<file path="src/rtl/gcd_pkg.sv">
// gcd_pkg: shared state encoding and datapath mode selectors for gcd_stream.
package gcd_pkg;
  typedef enum logic [1:0] {IDLE, CALC, DONE} state_t;
  localparam int MODE_SUB = 0;
  localparam int MODE_BIN = 1;
endpackage

</file>
<file path="src/rtl/gcd_step.sv">
// gcd_step: one combinational GCD iteration, subtractive or binary (Stein).
module gcd_step
  import gcd_pkg::*;
#(
  parameter int WIDTH = 16,
  parameter int MODE  = MODE_SUB
) (
  input  logic [WIDTH-1:0] x,
  input  logic [WIDTH-1:0] y,
  output logic [WIDTH-1:0] nx,
  output logic [WIDTH-1:0] ny,
  output logic             k_inc,
  output logic             eq
);
  localparam bit BIN = (MODE == MODE_BIN);
  logic gt;
  logic [WIDTH-1:0] dxy, dyx;
  assign eq  = (x == y);
  assign gt  = (x > y);
  assign dxy = x - y;
  assign dyx = y - x;
  // Stein priority: halve any even operand first, subtract only when both are odd
  always_comb begin
    k_inc = BIN && !x[0] && !y[0];
    nx    = BIN ? (!x[0] ? x >> 1 : (!y[0] || !gt ? x : dxy)) : (gt ? dxy : x);
    ny    = BIN ? (!y[0] ? y >> 1 : (!x[0] || gt ? y : dyx)) : (gt ? y : dyx);
  end
endmodule

</file>
<file path="src/rtl/gcd_stream.sv">
// gcd_stream: valid/ready GCD engine; IDLE/CALC/DONE FSM around a gcd_step datapath.
module gcd_stream
  import gcd_pkg::*;
#(
  parameter int WIDTH = 16,
  parameter int MODE  = MODE_SUB
) (
  input  logic             clk,
  input  logic             reset_n,
  input  logic             in_valid,
  output logic             in_ready,
  input  logic [WIDTH-1:0] in_a,
  input  logic [WIDTH-1:0] in_b,
  output logic             out_valid,
  input  logic             out_ready,
  output logic [WIDTH-1:0] out_z,
  output logic [WIDTH-1:0] out_iters,
  output logic             out_zero
);
  localparam int KW = $clog2(WIDTH);
  state_t state;
  logic [WIDTH-1:0] x, y, nx, ny, iters;
  logic [KW-1:0] k;
  logic k_inc, eq, accept;
  assign in_ready = reset_n && (state == IDLE || (state == DONE && out_ready));
  assign accept   = in_valid && in_ready;
  gcd_step #(.WIDTH(WIDTH), .MODE(MODE)) u_step (
    .x(x), .y(y), .nx(nx), .ny(ny), .k_inc(k_inc), .eq(eq)
  );
  always_ff @(posedge clk or negedge reset_n) begin
    if (!reset_n) begin
      state     <= IDLE;
      x         <= '0;
      y         <= '0;
      k         <= '0;
      iters     <= '0;
      out_valid <= 1'b0;
      out_z     <= '0;
      out_iters <= '0;
      out_zero  <= 1'b0;
    end else if (accept) begin
      x     <= in_a;
      y     <= in_b;
      k     <= '0;
      iters <= '0;
      // a zero operand makes the other one the answer, so skip CALC entirely
      if (in_a == '0 || in_b == '0) begin
        state     <= DONE;
        out_valid <= 1'b1;
        out_z     <= in_a | in_b;
        out_iters <= '0;
        out_zero  <= (in_a == '0) && (in_b == '0);
      end else begin
        state     <= CALC;
        out_valid <= 1'b0;
      end
    end else begin
      case (state)
        CALC: begin
          if (eq) begin
            state     <= DONE;
            out_valid <= 1'b1;
            out_z     <= x << k;
            out_iters <= iters;
            out_zero  <= 1'b0;
          end else begin
            x     <= nx;
            y     <= ny;
            k     <= k + KW'(k_inc);
            iters <= iters + WIDTH'(!(&iters));
          end
        end
        DONE: begin
          if (out_ready) begin
            state     <= IDLE;
            out_valid <= 1'b0;
          end
        end
        default: ;
      endcase
    end
  end
endmodule

</file>
<file path="config.mk">
export PLATFORM = sky130hd
export DESIGN_NAME = gcd_stream
export DESIGN_NICKNAME = d
export VERILOG_FILES = /design/src/rtl/gcd_pkg.sv /design/src/rtl/gcd_step.sv /design/src/rtl/gcd_stream.sv
export SDC_FILE = /design/constraint.sdc
export NUM_CORES = 1
export LEC_CHECK = 0
export BUFFER_PORTS_ARGS = -buffer_cell sky130_fd_sc_hd__buf_4
export CAP_MARGIN = 20
export CORE_ASPECT_RATIO = 1.2
export CORE_MARGIN = 1.5
export CORE_UTILIZATION = 58
export CTS_CLUSTER_DIAMETER = 40
export DETAILED_ROUTE_END_ITERATION = 7
export GPL_ROUTABILITY_DRIVEN = 0
export PLACE_DENSITY = 0.8
export SETUP_SLACK_MARGIN = 0.5
export SYNTH_ARGS = -nofsm -noshare
export SYNTH_HDL_FRONTEND = slang
export SYNTH_SLANG_ARGS = --single-unit
</file>
<file path="constraint.sdc">
create_clock -name clk -period 6.76 [get_ports clk]
set_clock_uncertainty 0.1 [all_clocks]
set_input_delay 0.676 -clock clk [delete_from_list [all_inputs] [get_ports clk]]
set_output_delay 0.676 -clock clk [all_outputs]
set_load 0.01 [all_outputs]
</file>
* After elaboration in Yosys (flattened, before gate mapping)
Index checks and enable logic that the tools add are counted.
Word-level totals: flip-flop bits (word level) 88, output and inout port bits 35, word-level logic and storage cells 77
Cells by class: add/sub/neg operators 3, magnitude comparators 1, eq/ne operators 8, shift operators 1, multiplexer cells 34, bitwise operators 1, reductions and logical operators 20
Operator list (number):
- $mux W16 | 19
- $logic_not A16 Y1 | 2
- $sub A16 B16 Y16 | 2
- $add A16 B1 Y16 | 1
- $eq A16 B16 Y1 | 1
- $gt A16 B16 Y1 | 1
- $or A16 B16 Y16 | 1
- $reduce_and A16 Y1 | 1
- $shl A16 B4 Y16 | 1
- $reduce_and A3 Y1 | 4
- $mux W1 | 8
- $mux W2 | 4
- $ne A3 B3 Y1 const B | 2
- $reduce_bool A2 Y1 | 3
- $logic_and A1 B1 Y1 | 4
- $mux W4 | 1
- $ne A2 B1 Y1 const B | 2
- $pmux W2 S2 | 1
- $reduce_bool A3 Y1 | 1
- $eq A2 B1 Y1 const B | 1
- $eq A2 B2 Y1 const B | 1
- $logic_not A2 Y1 | 1
- $logic_or A1 B1 Y1 | 2
- $ne A2 B2 Y1 const B | 1
- 3 further kinds | 3

* Longest topological paths before layout
Gate-level depths: netlist (run 1).
depth after elaboration 7, mapped depth 12, mapped depth without buffers 10

* By module
A second synthesis (run 1) with hierarchy kept.
Unflattened totals: cell total of the unflattened synthesis 740, area total of the unflattened synthesis 6633.9 um^2
Modules (own cells, without submodules):
- gcd_stream | times used 1, cells each 453, area each 4584.4 um^2
- gcd_step | times used 1, cells each 287, area each 2049.5 um^2

* Worst setup path before layout (run 1)
No wires, ideal clock.
path type reg2reg, start point register x[0], end point register x[10], arrival time 2.492 ns, path slack 4.042 ns, cell stages (with the launch flop) 12, clock period less this slack 2.718 ns, path through dfrtp_1 inv_1 ha_1 fa_1 nand2b_1 a211oi_1 o21ai_2 a21bo_4 and2_4 buf_6 buf_6 a221o_1
Between the ends: cells in the longest elaborated chain, start to end 5, elaborated cells on any way between the ends 10, classes of those cells add/sub (1); order compare (1); eq/ne (2); mux (4); reduce/logical (2)
Ends and longest elaborated chain:
- start: declaration | RTL line gcd_stream.sv:22 | logic [WIDTH-1:0] x, y, nx, ny, iters;
- start signal: assignment | RTL line gcd_stream.sv:42 | x <= in_a;
- start signal: assignment | RTL line gcd_stream.sv:67 | x <= nx;
- $sub A16 B16 Y16 | RTL line gcd_step.sv:20 | assign dxy = x - y;
- $mux W16 | RTL line gcd_step.sv:25 | nx = BIN ? (!x[0] ? x >> 1 : (!y[0] || !gt ? x : dxy)) : (gt ? dxy : x);
- $mux W16 | RTL line gcd_stream.sv:60 | if (eq) begin
- $mux W16 | RTL line gcd_stream.sv:58 | case (state)
- $mux W16 | RTL line gcd_stream.sv:41 | end else if (accept) begin
Several ways; a longest one is shown, not always the timed one. The select of a mux whose other input is x is not followed. A chain may end at the register's enable or synchronous reset.

* Final worst setup path (run 1)
start point register y[8], end point register y[14]
Between the ends: cells in the longest elaborated chain, start to end 5, elaborated cells on any way between the ends 10, classes of those cells add/sub (1); order compare (1); eq/ne (3); mux (4); reduce/logical (1)
Ends and longest elaborated chain:
- start: declaration | RTL line gcd_stream.sv:22
- start signal: assignment | RTL line gcd_stream.sv:43 | y <= in_b;
- start signal: assignment | RTL line gcd_stream.sv:68 | y <= ny;
- $sub A16 B16 Y16 | RTL line gcd_step.sv:21 | assign dyx = y - x;
- $mux W16 | RTL line gcd_step.sv:26 | ny = BIN ? (!y[0] ? y >> 1 : (!x[0] || gt ? y : dyx)) : (gt ? y : dyx);
- $mux W16 | RTL line gcd_stream.sv:60
- $mux W16 | RTL line gcd_stream.sv:58
- $mux W16 | RTL line gcd_stream.sv:41
Several ways; a longest one is shown, not always the timed one. The select of a mux whose other input is x is not followed.

==> metrics.csv, run 1 <==
stage,metric,value,unit
status,status,finished clean,
global_route,grt_pass1_vias,4512,
final_layout,layout_overhead_on_the_synthesized_area,14.7,%
logic_synthesis,ys_types,55,
clock_tree,post_cts_hold_buffer_count,0,
critical_path,startpoint_of_the_worst_register_to_register_path,y[8],
clock_tree,clock-root-buffer,sky130_fd_sc_hd__clkbuf_8,
timing,transition_time_at_the_pin_with_the_least_slew_margin,1.04,ns
clock_tree,tritoncts,yes,
critical_path,crit_path_end_kind,flop,
floorplanning,initial_core_util,60.2,%
global_route,grt_use_total,30.6,%
logic_synthesis,synthTopCellsByArea,"sky130_fd_sc_hd__dfrtp_1, sky130_fd_sc_hd__ha_1, sky130_fd_sc_hd__o21ai_0, sky130_fd_sc_hd__nand2_1, sky130_fd_sc_hd__nor2_1",
clock_tree,post_cts_buffers,0,
timing,report.final.setup_viol,0,
critical_path,critPathArrivalTime,3.82,ns
global_route,grt_max_degree,56,
logic_synthesis,cell_area_after_synthesis,5210,um2
logic_synthesis,ys.warnings.count,0,
clock_tree,worstSkewPairLatency,0.36,ns
global_route,globalRouteOverflowTotal,0,
detailed_routing,remaining_drc_errors,0,
run,max-cap-violations,0,
timing,layout_worst_path_cycle_share,53.6,%
floorplanning,die_height,107,um
critical_path,worst_setup_path_startpoint,y[8],
place,place.port_buffers,70,
global_route,number_of_antenna_violations_at_the_first_check_in_global_routing,0,
critical_path,timing.critical_path.from_type,flop,
final_layout,layout.nets,701,
place,post-dp-hpwl,10.5,mm
final_layout,fin_area,5970,um2
floorplanning,die_area,9560,um2
clock_tree,cts_repair_resize_count,0,
floorplanning,placement_rows,37,
final_layout,num_antenna_cells,0,
logic_synthesis,synth-seq-cells,83,
final_layout,drive_above_1_share,16.1,%
power_and_ir_drop,ir_worst_vdd,0.336,mV
clock_tree,number_of_sinks_on_the_clock_net,83,
critical_path,reg2reg_slack,3.13,ns
critical_path,worstSetupEndpoint,y[14],
critical_path,capturing_point_of_the_worst_reg2reg_path,y[14],
detailed_routing,routed_wl,13.9,mm
timing,hold_violations,0,
logic_synthesis,synth_edf_count,0,
critical_path,critical_path_required,6.96,ns
place,dpl-instance-area,5770,um2
logic_synthesis,synth_area_leader_cell,sky130_fd_sc_hd__dfrtp_1,
power_and_ir_drop,total_leakage_power,0.00278,uW
detailed_routing,first_pass_iteration_count_of_the_detailed_router,5,
global_route,grt_pass1_wl,22.3,mm
logic_synthesis,yosysSeqAreaShare,39.9,%
logic_synthesis,postSynthNetCount,648,
critical_path,rr_worst_depth,8,
detailed_routing,route.antenna.remaining_nets,0,
final_layout,mostFrequentLayoutCells,"sky130_fd_sc_hd__dfrtp_1, sky130_fd_sc_hd__buf_4, sky130_fd_sc_hd__o21ai_0",
logic_synthesis,synthFlopType,sky130_fd_sc_hd__dfrtp_1,
logic_synthesis,synth_top_area_share,39.9,%
timing,maxSlewViolCount,0,
clock_tree,cts-root-to-sink-buffers,2,
final_layout,layout.cells.most_common,sky130_fd_sc_hd__dfrtp_1,
timing,headroom_to_the_max_slew_limit,30.4,%
detailed_routing,detailroute.via_count,4661,
detailed_routing,wl_per_cell,18.5,um
logic_synthesis,synth_async_sr_flop_share,100,%
timing,fmax,276,MHz
logic_synthesis,synthCells,577,
timing,hold_slack,0.130,ns
floorplanning,core_region_area,8660,um2
critical_path,crit_type,flop to flop,
power_and_ir_drop,power_per_cell_area,540,nW/um2
floorplanning,ios,71,
timing,final_critical_path_required_period,3.63,ns
detailed_routing,drt_iter0_markers,329,
critical_path,timing.critical_path.fanout_max,18,
clock_tree,tritoncts_buffers,9,
timing,unrepaired_setup_endpoints_after_global_routing,false,
detailed_routing,vias_per_cell,6.20,
timing,totalNegativeSetupSlack,0,ns
logic_synthesis,synthesis.area_per_instance,9.03,um2
hold_path,min-delay-path-class,primary input to asynchronous set/reset pin,
clock_tree,cts.reportedPaths.clkPinSlew,0.09,ns
floorplanning,die_w,89.5,um
clock_tree,cts_max_level,3,
-- metal layers --
| metal | global-route usage [%] | share of wire (%) | up-vias |
|---|---|---|---|
| li1 | - | - | 2170 |
| met1 | 40.5 | 40 | 2235 |
| met2 | 47.0 | 48 | 214 |
| met3 | 5.62 | 7.2 | 42 |
| met4 | 16.4 | 4.3 | 0 |
| met5 | 0 | 0 | - |
-- worst min-delay path by stage --
stage,cells past startpoint,endpoint,slack [ns]
final,1,out_iters[12],0.13
after global placement,2,out_z[11],0.36
after detailed placement,2,out_z[13],0.38
after CTS,1,out_iters[10],0.13
after floorplan,0,iters[0],0.28
after global routing,1,out_iters[10],0.14
-- sequential cells by signal, summed over array words and instances, names as in the netlist --
name,count
out_z,16
out_zero,1
state,2
y,16
iters,16
x,16
out_iters,16
-- cell families (layout without fill, tap and decap cells) --
group | Yosys count | in the layout | share of synthesized area, %
buffers and inverters | 72 | 130 | 5.84
and+or+nand+nor | 165 | 165 | 15.5
AOI/OAI and AO/OA | 188 | 188 | 24.3
xor gates and xnor gates | 31 | 31 | 5.21
DFF | 83 | 83 | 39.9
adders and majority gates | 35 | 35 | 8.70
muxes | 3 | 3 | 0.577
-- where the power goes --
part | total, uW | switching (uW) | internal [uW]
Combinational | 2080 | 1240 | 838
Sequential | 779 | 136 | 643
Clock | 366 | 185 | 181
-- per-stage QoR --
stage,utilization (%),instances,setup slack [ns],total power [uW]
6_report,69.0,752,3.13,3220
4_1_cts,69.0,752,3.22,3180
3_3_place_gp,66.6,736,3.10,2750
2_1_floorplan,-,577,4.04,2380
3_5_place_dp,66.7,736,3.21,2800
5_1_grt,69.0,752,2.88,3480
-- Yosys cell counts, types with 16 or more instances --
library cell               count
sky130_fd_sc_hd__a21oi_1      29
sky130_fd_sc_hd__a22o_1       17
sky130_fd_sc_hd__clkbuf_1     16
sky130_fd_sc_hd__dfrtp_1      83
sky130_fd_sc_hd__ha_1         33
sky130_fd_sc_hd__inv_1        41
sky130_fd_sc_hd__nand2_1      46
sky130_fd_sc_hd__nor2_1       44
sky130_fd_sc_hd__o21ai_0      55
sky130_fd_sc_hd__o21ai_1      16
sky130_fd_sc_hd__or3_1        25
sky130_fd_sc_hd__xnor2_1      17
-- worst max-delay path: stages (launching register included) --
cell	delay (ns)
sky130_fd_sc_hd__dfrtp_1	0.40
sky130_fd_sc_hd__inv_1	0.07
sky130_fd_sc_hd__ha_1	0.39
sky130_fd_sc_hd__nand2_1	0.23
sky130_fd_sc_hd__nor4_4	0.09
sky130_fd_sc_hd__a41oi_2	0.64
sky130_fd_sc_hd__nand3_1	0.76
sky130_fd_sc_hd__a2111oi_0	0.69
sky130_fd_sc_hd__a221o_1	0.19
-- final cells by class --
| type | count | area [um2] |
|---|---|---|
| clock buffers | 10 | 138 |
| clock inverters | 6 | 62.6 |
| fillers | 688 | 2680 |
| inverters | 41 | 154 |
| multi-input cells | 422 | 2850 |
| flip-flops and latches | 83 | 2080 |
| well taps | 117 | 146 |
| repair buffers | 73 | 548 |
Note: power is estimated with default switching activity, not from simulation.
==> inputs of run 2 (changes only) <==
==> constraint.sdc (replaced) <==
create_clock -name clk -period 3.45 [get_ports clk]
set_clock_uncertainty 0.1 [all_clocks]
set_input_delay 0.345 -clock clk [delete_from_list [all_inputs] [get_ports clk]]
set_output_delay 0.345 -clock clk [all_outputs]
set_load 0.01 [all_outputs]
==> metrics.csv, run 2 (same netlist as run 1, synthesis figures left out) <==
stage,metric,value,unit,change
critical_path,timing.critical_path.fanout_max,18,,unchanged
clock_tree,worstSkewPairLatency,0.36,ns,about the same
clock_tree,number_of_sinks_on_the_clock_net,83,,unchanged
critical_path,crit_type,flop to flop,,
timing,maxSlewViolCount,0,,unchanged
run,max-cap-violations,0,,unchanged
detailed_routing,route.antenna.remaining_nets,0,,unchanged
floorplanning,ios,71,,unchanged
detailed_routing,wl_per_cell,17.9,um,-3.6%
critical_path,worst_setup_path_startpoint,x[0],,
timing,fmax,352,MHz,+28%
place,place.port_buffers,70,,unchanged
final_layout,final_cell_count_no_fill,762,,+1.3%
timing,final_critical_path_required_period,2.84,ns,-0.786 ns
place,post-dp-hpwl,9.90,mm,-5.3%
power_and_ir_drop,power_per_cell_area,1050,nW/um2,+95%
hold_path,min-delay-path-class,primary input to flop,,
critical_path,critical-path-top-delay-family,compound AO/OA/AOI/OAI gates,,
critical_path,rr_worst_depth,9,,+1
floorplanning,die_w,89.5,um,unchanged
critical_path,crit_path_cell_trace,"inv_1, ha_1, fa_1, nand2b_1, a211oi_2, o21ai_2, a21bo_4, and2_2, a221o_1",,
final_layout,fill_cells,666,,-3.2%
global_route,globalRouteOverflowTotal,0,,unchanged
clock_tree,clock-root-buffer,sky130_fd_sc_hd__clkbuf_8,,
timing,report.final.setup_viol,0,,unchanged
detailed_routing,remaining_drc_errors,0,,unchanged
clock_tree,tritoncts_buffers,9,,unchanged
detailed_routing,drt_iter0_markers,419,,+27%
final_layout,drive_above_1_share,18.8,%,+2.7 points
critical_path,crit_path_max_incr_delay,0.42,ns,-0.34 ns
detailed_routing,vias_per_cell,6.16,,-0.66%
global_route,grt_pass1_wl,21.5,mm,-3.5%
power_and_ir_drop,ir_worst_vdd,0.685,mV,+100%
detailed_routing,routed_wl,13.6,mm,-2.3%
critical_path,critical_path_required,3.60,ns,-3.36 ns
clock_tree,cts.reportedPaths.clkPinSlew,0.09,ns,about the same
hold_path,worst_hold_startpoint,in_b[0],,
timing,hold_violations,0,,unchanged
final_layout,mostFrequentLayoutCells,"sky130_fd_sc_hd__dfrtp_1, sky130_fd_sc_hd__buf_4, sky130_fd_sc_hd__o21ai_0",,
floorplanning,die_area,9560,um2,unchanged
global_route,number_of_antenna_violations_at_the_first_check_in_global_routing,0,,unchanged
floorplanning,initial_core_util,60.2,%,unchanged
clock_tree,cts-root-to-sink-buffers,2,,unchanged
timing,layout_worst_path_cycle_share,82.3,%,+29 points
critical_path,reg2reg_slack,0.61,ns,-2.52 ns
detailed_routing,first_pass_iteration_count_of_the_detailed_router,5,,unchanged
critical_path,startpoint_of_the_worst_register_to_register_path,x[0],,
power_and_ir_drop,total_leakage_power,0.00281,uW,+1.2%
global_route,grt_use_total,29.3,%,-1.3 points
floorplanning,placement_rows,37,,unchanged
final_layout,layout.nets,711,,+1.4%
critical_path,critPathArrivalTime,2.99,ns,-0.83 ns
final_layout,seq_area,2080,um2,unchanged
final_layout,multi_input_area,2890,um2,+1.6%
critical_path,critical_path_buf_inv_count,1,,unchanged
place,dpl.cell_count,743,,+0.95%
critical_path,capturing_point_of_the_worst_reg2reg_path,x[1],,
timing,transition_time_at_the_pin_with_the_least_slew_margin,0.623,ns,-0.417 ns
final_layout,layout.cells.most_common,sky130_fd_sc_hd__dfrtp_1,,
clock_tree,tritoncts,yes,,
global_route,grt_pass1_vias,4434,,-1.7%
floorplanning,core_region_area,8660,um2,unchanged
critical_path,worstSetupEndpoint,x[1],,
floorplanning,die_height,107,um,unchanged
status,status,finished clean,,
timing,totalNegativeSetupSlack,0,ns,unchanged
timing,unrepaired_setup_endpoints_after_global_routing,true,,
critical_path,crit_slowest_cell,sky130_fd_sc_hd__dfrtp_1,,
critical_path,crit_path_end_kind,flop,,
clock_tree,cts_max_level,3,,unchanged
critical_path,timing.critical_path.from_type,flop,,
final_layout,num_antenna_cells,0,,unchanged
detailed_routing,detailroute.via_count,4692,,+0.67%
final_layout,layout_overhead_on_the_synthesized_area,17.0,%,
critical_path,crit_cells,9,,+1
timing,headroom_to_the_max_slew_limit,58.4,%,+28 points
global_route,grt_max_degree,52,,-7.1%
[run 2: worst min path at each step]
stage              endpoint  slack (ns)  cells past startpoint
2_1_floorplan      iters[0]       -0.05                      0
3_3_place_gp       iters[4]        0.34                      2
3_5_place_dp   out_iters[4]        0.34                      2
4_1_cts                y[0]        0.11                      3
5_1_grt                y[0]        0.13                      3
6_report               y[0]        0.12                      3
[run 2: worst register-to-register path, delay by kind of cell (launching register included)]
| kind | cells | cell delay (ns) |
|---|---|---|
| buf+inv | 1 | 0.08 |
| fa+ha+maj | 2 | 0.61 |
| simple gates | 2 | 0.48 |
| compound gates | 4 | 1.05 |
| flops | 1 | 0.42 |
[run 2: layout make-up]
type                            instances  area share [%]
Inverter                               41            2.53
Sequential cell                        83            34.1
Tap cell                              117            2.40
Clock inverter                          5            1.03
Clock buffer                           11            2.32
Multi-Input combinational cell        423            47.5
Timing Repair Buffer                   82            10.1
[run 2: timing repair]
action / CTS / global route
cloned: 0 / 1
buffers inserted: 0 / 1
pin swaps: 0 / 1
endpoints found under the hold margin: 36 / 0
resized for setup: 1 / 12
hold buffers: 1 / 0
setup endpoints to repair: 2 / 22
[run 2: layer usage]
layer / wire length, um / track usage (%) / part of all wire, %
met2: 6690 / 47.0 / 49
met5: 0 / 0 / 0
met1: 5430 / 38.7 / 40
met4: 484 / 12.6 / 3.6
met3: 1010 / 5.00 / 7.4
[run 2: power by group]
part	total, uW	internal (uW)	switching [uW]
Clock	735	357	378
Combinational	4120	1740	2390
Sequential	1550	1260	287
Total	6400	3350	3050
[run 2: metrics by stage]
stage                     hold WS [ns]  instance area, um2  setup slack [ns]  power [uW]  util, %
after floorplan                -0.0506                5210             0.732        4650        -
after global placement           0.342                5820             0.592        5340     67.2
after detailed placement         0.339                5820             0.392        5450     67.2
after CTS                        0.110                6040             0.553        6200     69.8
after global routing             0.128                6090             0.477        6890     70.4
final                            0.122                6090             0.611        6400     70.4
==> inputs of run 3 (changes only) <==
--- a/config.mk
+++ b/config.mk
@@ -9,11 +9,11 @@
 export CAP_MARGIN = 20
 export CORE_ASPECT_RATIO = 1.2
 export CORE_MARGIN = 1.5
-export CORE_UTILIZATION = 58
+export CORE_UTILIZATION = 53
 export CTS_CLUSTER_DIAMETER = 40
 export DETAILED_ROUTE_END_ITERATION = 7
 export GPL_ROUTABILITY_DRIVEN = 0
-export PLACE_DENSITY = 0.8
+export PLACE_DENSITY = 0.77
 export SETUP_SLACK_MARGIN = 0.5
 export SYNTH_ARGS = -nofsm -noshare
 export SYNTH_HDL_FRONTEND = slang
==> constraint.sdc (replaced) <==
create_clock -name clk -period 2.51 [get_ports clk]
set_clock_uncertainty 0.1 [all_clocks]
set_input_delay 0.251 -clock clk [delete_from_list [all_inputs] [get_ports clk]]
set_output_delay 0.251 -clock clk [all_outputs]
set_load 0.01 [all_outputs]
==> metrics.csv, run 3 (same netlist as run 1, synthesis figures left out) <==
stage,metric,value,unit,change
critical_path,startpoint_of_the_worst_register_to_register_path,y[0],,
critical_path,critical_path_required,2.65,ns,-0.95 ns
clock_tree,clock-root-buffer,sky130_fd_sc_hd__clkbuf_16,,
detailed_routing,vias_per_cell,6.46,,+4.9%
global_route,grt_max_degree,84,,+62%
timing,fmax,389,MHz,+10%
floorplanning,initial_core_util,54.7,%,-5.4 points
power_and_ir_drop,total_leakage_power,0.00340,uW,+21%
place,place.port_buffers,70,,unchanged
detailed_routing,route.antenna.remaining_nets,0,,unchanged
timing,headroom_to_the_max_slew_limit,53.2,%,-5.2 points
timing,report.final.setup_viol,11,,+11
hold_path,worst_hold_path.num_cells,3,,unchanged
floorplanning,die_w,93.5,um,+4.5%
detailed_routing,drt_iter0_markers,458,,+9.3%
timing,worst_path_setup_slack_after_routing,-0.0639,ns,-0.675 ns
final_layout,drive_above_1_share,42.5,%,+24 points
critical_path,crit_type,flop to flop,,
floorplanning,die_height,112,um,+4.5%
clock_tree,number_of_sinks_on_the_clock_net,83,,unchanged
critical_path,timing.critical_path.fanout_max,3,,-15
hold_path,worst_hold_startpoint,in_b[0],,
global_route,globalRouteOverflowTotal,0,,unchanged
critical_path,capturing_point_of_the_worst_reg2reg_path,y[14],,
status,status,finished with violations,,
timing,hold_violations,0,,unchanged
timing,transition_time_at_the_pin_with_the_least_slew_margin,0.695,ns,+0.0719 ns
global_route,grt_use_total,33.2,%,+3.8 points
final_layout,mostFrequentLayoutCells,"sky130_fd_sc_hd__buf_4, sky130_fd_sc_hd__dfrtp_1, sky130_fd_sc_hd__inv_1, sky130_fd_sc_hd__nor2_1, sky130_fd_sc_hd__o21ai_0",,
critical_path,reg2reg_slack,-0.06,ns,-0.67 ns
timing,unrepaired_setup_endpoints_after_global_routing,true,,
floorplanning,core_region_area,9520,um2,+9.9%
critical_path,timing.critical_path.from_type,flop,,
final_layout,layout.nets,797,,+12%
floorplanning,die_area,10400,um2,+9.1%
global_route,grt_pass1_wl,26.8,mm,+24%
final_layout,layout.cells.most_common,sky130_fd_sc_hd__buf_4,,
run,max-cap-violations,0,,unchanged
final_layout,layout_overhead_on_the_synthesized_area,47.2,%,
hold_path,worst_hold_path.endpoint,y[0],,
detailed_routing,first_pass_iteration_count_of_the_detailed_router,8,,+3
clock_tree,cts.reportedPaths.clkPinSlew,0.07,ns,-0.02 ns
place,post-dp-hpwl,11.1,mm,+13%
timing,totalNegativeSetupSlack,-0.324,ns,-0.324 ns
detailed_routing,routed_wl,18.9,mm,+39%
clock_tree,worstSkewPairLatency,0.35,ns,about the same
clock_tree,tritoncts,yes,,
critical_path,rr_worst_depth,11,,+2
critical_path,crit_path_end_kind,flop,,
clock_tree,tritoncts_buffers,9,,unchanged
final_layout,fin_area,7670,um2,+26%
timing,layout_worst_path_cycle_share,103,%,+20 points
power_and_ir_drop,power_per_cell_area,1700,nW/um2,+62%
detailed_routing,wl_per_cell,22.1,um,+24%
status,violations_in_the_final_reports,setup timing,,
final_layout,fill_cells,513,,-23%
timing,maxSlewViolCount,0,,unchanged
global_route,number_of_antenna_violations_at_the_first_check_in_global_routing,0,,unchanged
floorplanning,placement_rows,39,,+5.4%
power_and_ir_drop,ir_worst_vdd,1.23,mV,+80%
timing,final_critical_path_required_period,2.57,ns,-0.265 ns
clock_tree,cts-root-to-sink-buffers,2,,unchanged
place,dpl-instance-area,6330,um2,+8.7%
critical_path,critPathArrivalTime,2.71,ns,-0.28 ns
clock_tree,cts_max_level,3,,unchanged
global_route,grt_pass1_vias,5346,,+21%
floorplanning,ios,71,,unchanged
hold_path,min-delay-path-class,primary input to flop,,
final_layout,num_antenna_cells,0,,unchanged
detailed_routing,detailroute.via_count,5517,,+18%
detailed_routing,remaining_drc_errors,0,,unchanged
-- run 3: cell types whose count changed in the layout (fill, tap and decap cells not counted), moves of 13 or more --
cell	delta
sky130_fd_sc_hd__ha_4	+17
sky130_fd_sc_hd__ha_1	-13
sky130_fd_sc_hd__o21ai_1	+13
sky130_fd_sc_hd__buf_6	+16
sky130_fd_sc_hd__nand2_1	-22
sky130_fd_sc_hd__o21ai_0	-22
sky130_fd_sc_hd__buf_4	+64
-- run 3: layer usage --
metal / routed length (um) / part of all wire (%) / track usage (%)
met1: 6790 / 36 / 38.9
met3: 1590 / 8.4 / 6.08
met2: 9220 / 49 / 55.7
met4: 1270 / 6.7 / 19.7
met5: 0 / 0 / 0
-- run 3: report_power, final --
group / total [uW] / internal, uW / switching [uW]
Combinational: 9630 / 4560 / 5070
Sequential: 2130 / 1730 / 403
Clock: 1290 / 682 / 609
Total: 13100 / 6980 / 6080
-- run 3: how the worst max path moves through the flow --
stage | startpoint | endpoint | slack (ns) | cells past startpoint
2_1_floorplan | x[0] | x[6] | -0.03 | 11
3_3_place_gp | x[11] | iters[11] | -0.03 | 9
3_5_place_dp | y[9] | y[14] | -0.12 | 8
4_1_cts | y[0] | y[14] | -0.03 | 11
5_1_grt | y[1] | y[14] | -0.13 | 10
6_report | y[0] | y[14] | -0.06 | 11
-- run 3: worst max-delay path, stage by stage, from the launching register on --
cell and delay (ns):
sky130_fd_sc_hd__dfrtp_1 0.40, sky130_fd_sc_hd__inv_1 0.07, sky130_fd_sc_hd__ha_2 0.20, sky130_fd_sc_hd__fa_2 0.35, sky130_fd_sc_hd__nor2b_2 0.14, sky130_fd_sc_hd__o31a_1 0.20, sky130_fd_sc_hd__nor2_4 0.05, sky130_fd_sc_hd__o31ai_2 0.20
sky130_fd_sc_hd__buf_4 0.17, sky130_fd_sc_hd__mux2i_2 0.23, sky130_fd_sc_hd__a2111oi_2 0.07, sky130_fd_sc_hd__a221o_1 0.27
-- run 3: what timing repair did --
| action | 4_1_cts | 5_1_grt |
|---|---|---|
| gates resized for setup | 80 | 86 |
| gates cloned | 1 | 0 |
| pin swaps | 28 | 27 |
| hold endpoints to repair | 0 | 19 |
| endpoints found under the setup margin | 83 | 83 |
| buffers inserted | 24 | 16 |
| hold buffers | 0 | 1 |
-- run 3: final cells by class --
class | count | area (um2) | area share [%]
Inverter | 41 | 154 | 2.01
Timing Repair Buffer | 168 | 1400 | 18.2
Sequential cell | 83 | 2080 | 27.1
Clock buffer | 10 | 229 | 2.99
Tap cell | 123 | 154 | 2.01
Clock inverter | 6 | 50.0 | 0.653
Multi-Input combinational cell | 423 | 3610 | 47.0
-- run 3: through the flow --
step           setup WS (ns)  util (%)  cells  total power (uW)  hold slack [ns]
3_3_place_gp         -0.0250      66.5    795              8610            0.368
2_1_floorplan        -0.0302         -    577              6740           -0.145
5_1_grt               -0.126      80.6    854             13600           0.0486
4_1_cts              -0.0306      75.6    836             11500           0.0416
6_report             -0.0639      80.6    854             13100           0.0303
3_5_place_dp          -0.119      66.5    795              8810            0.378
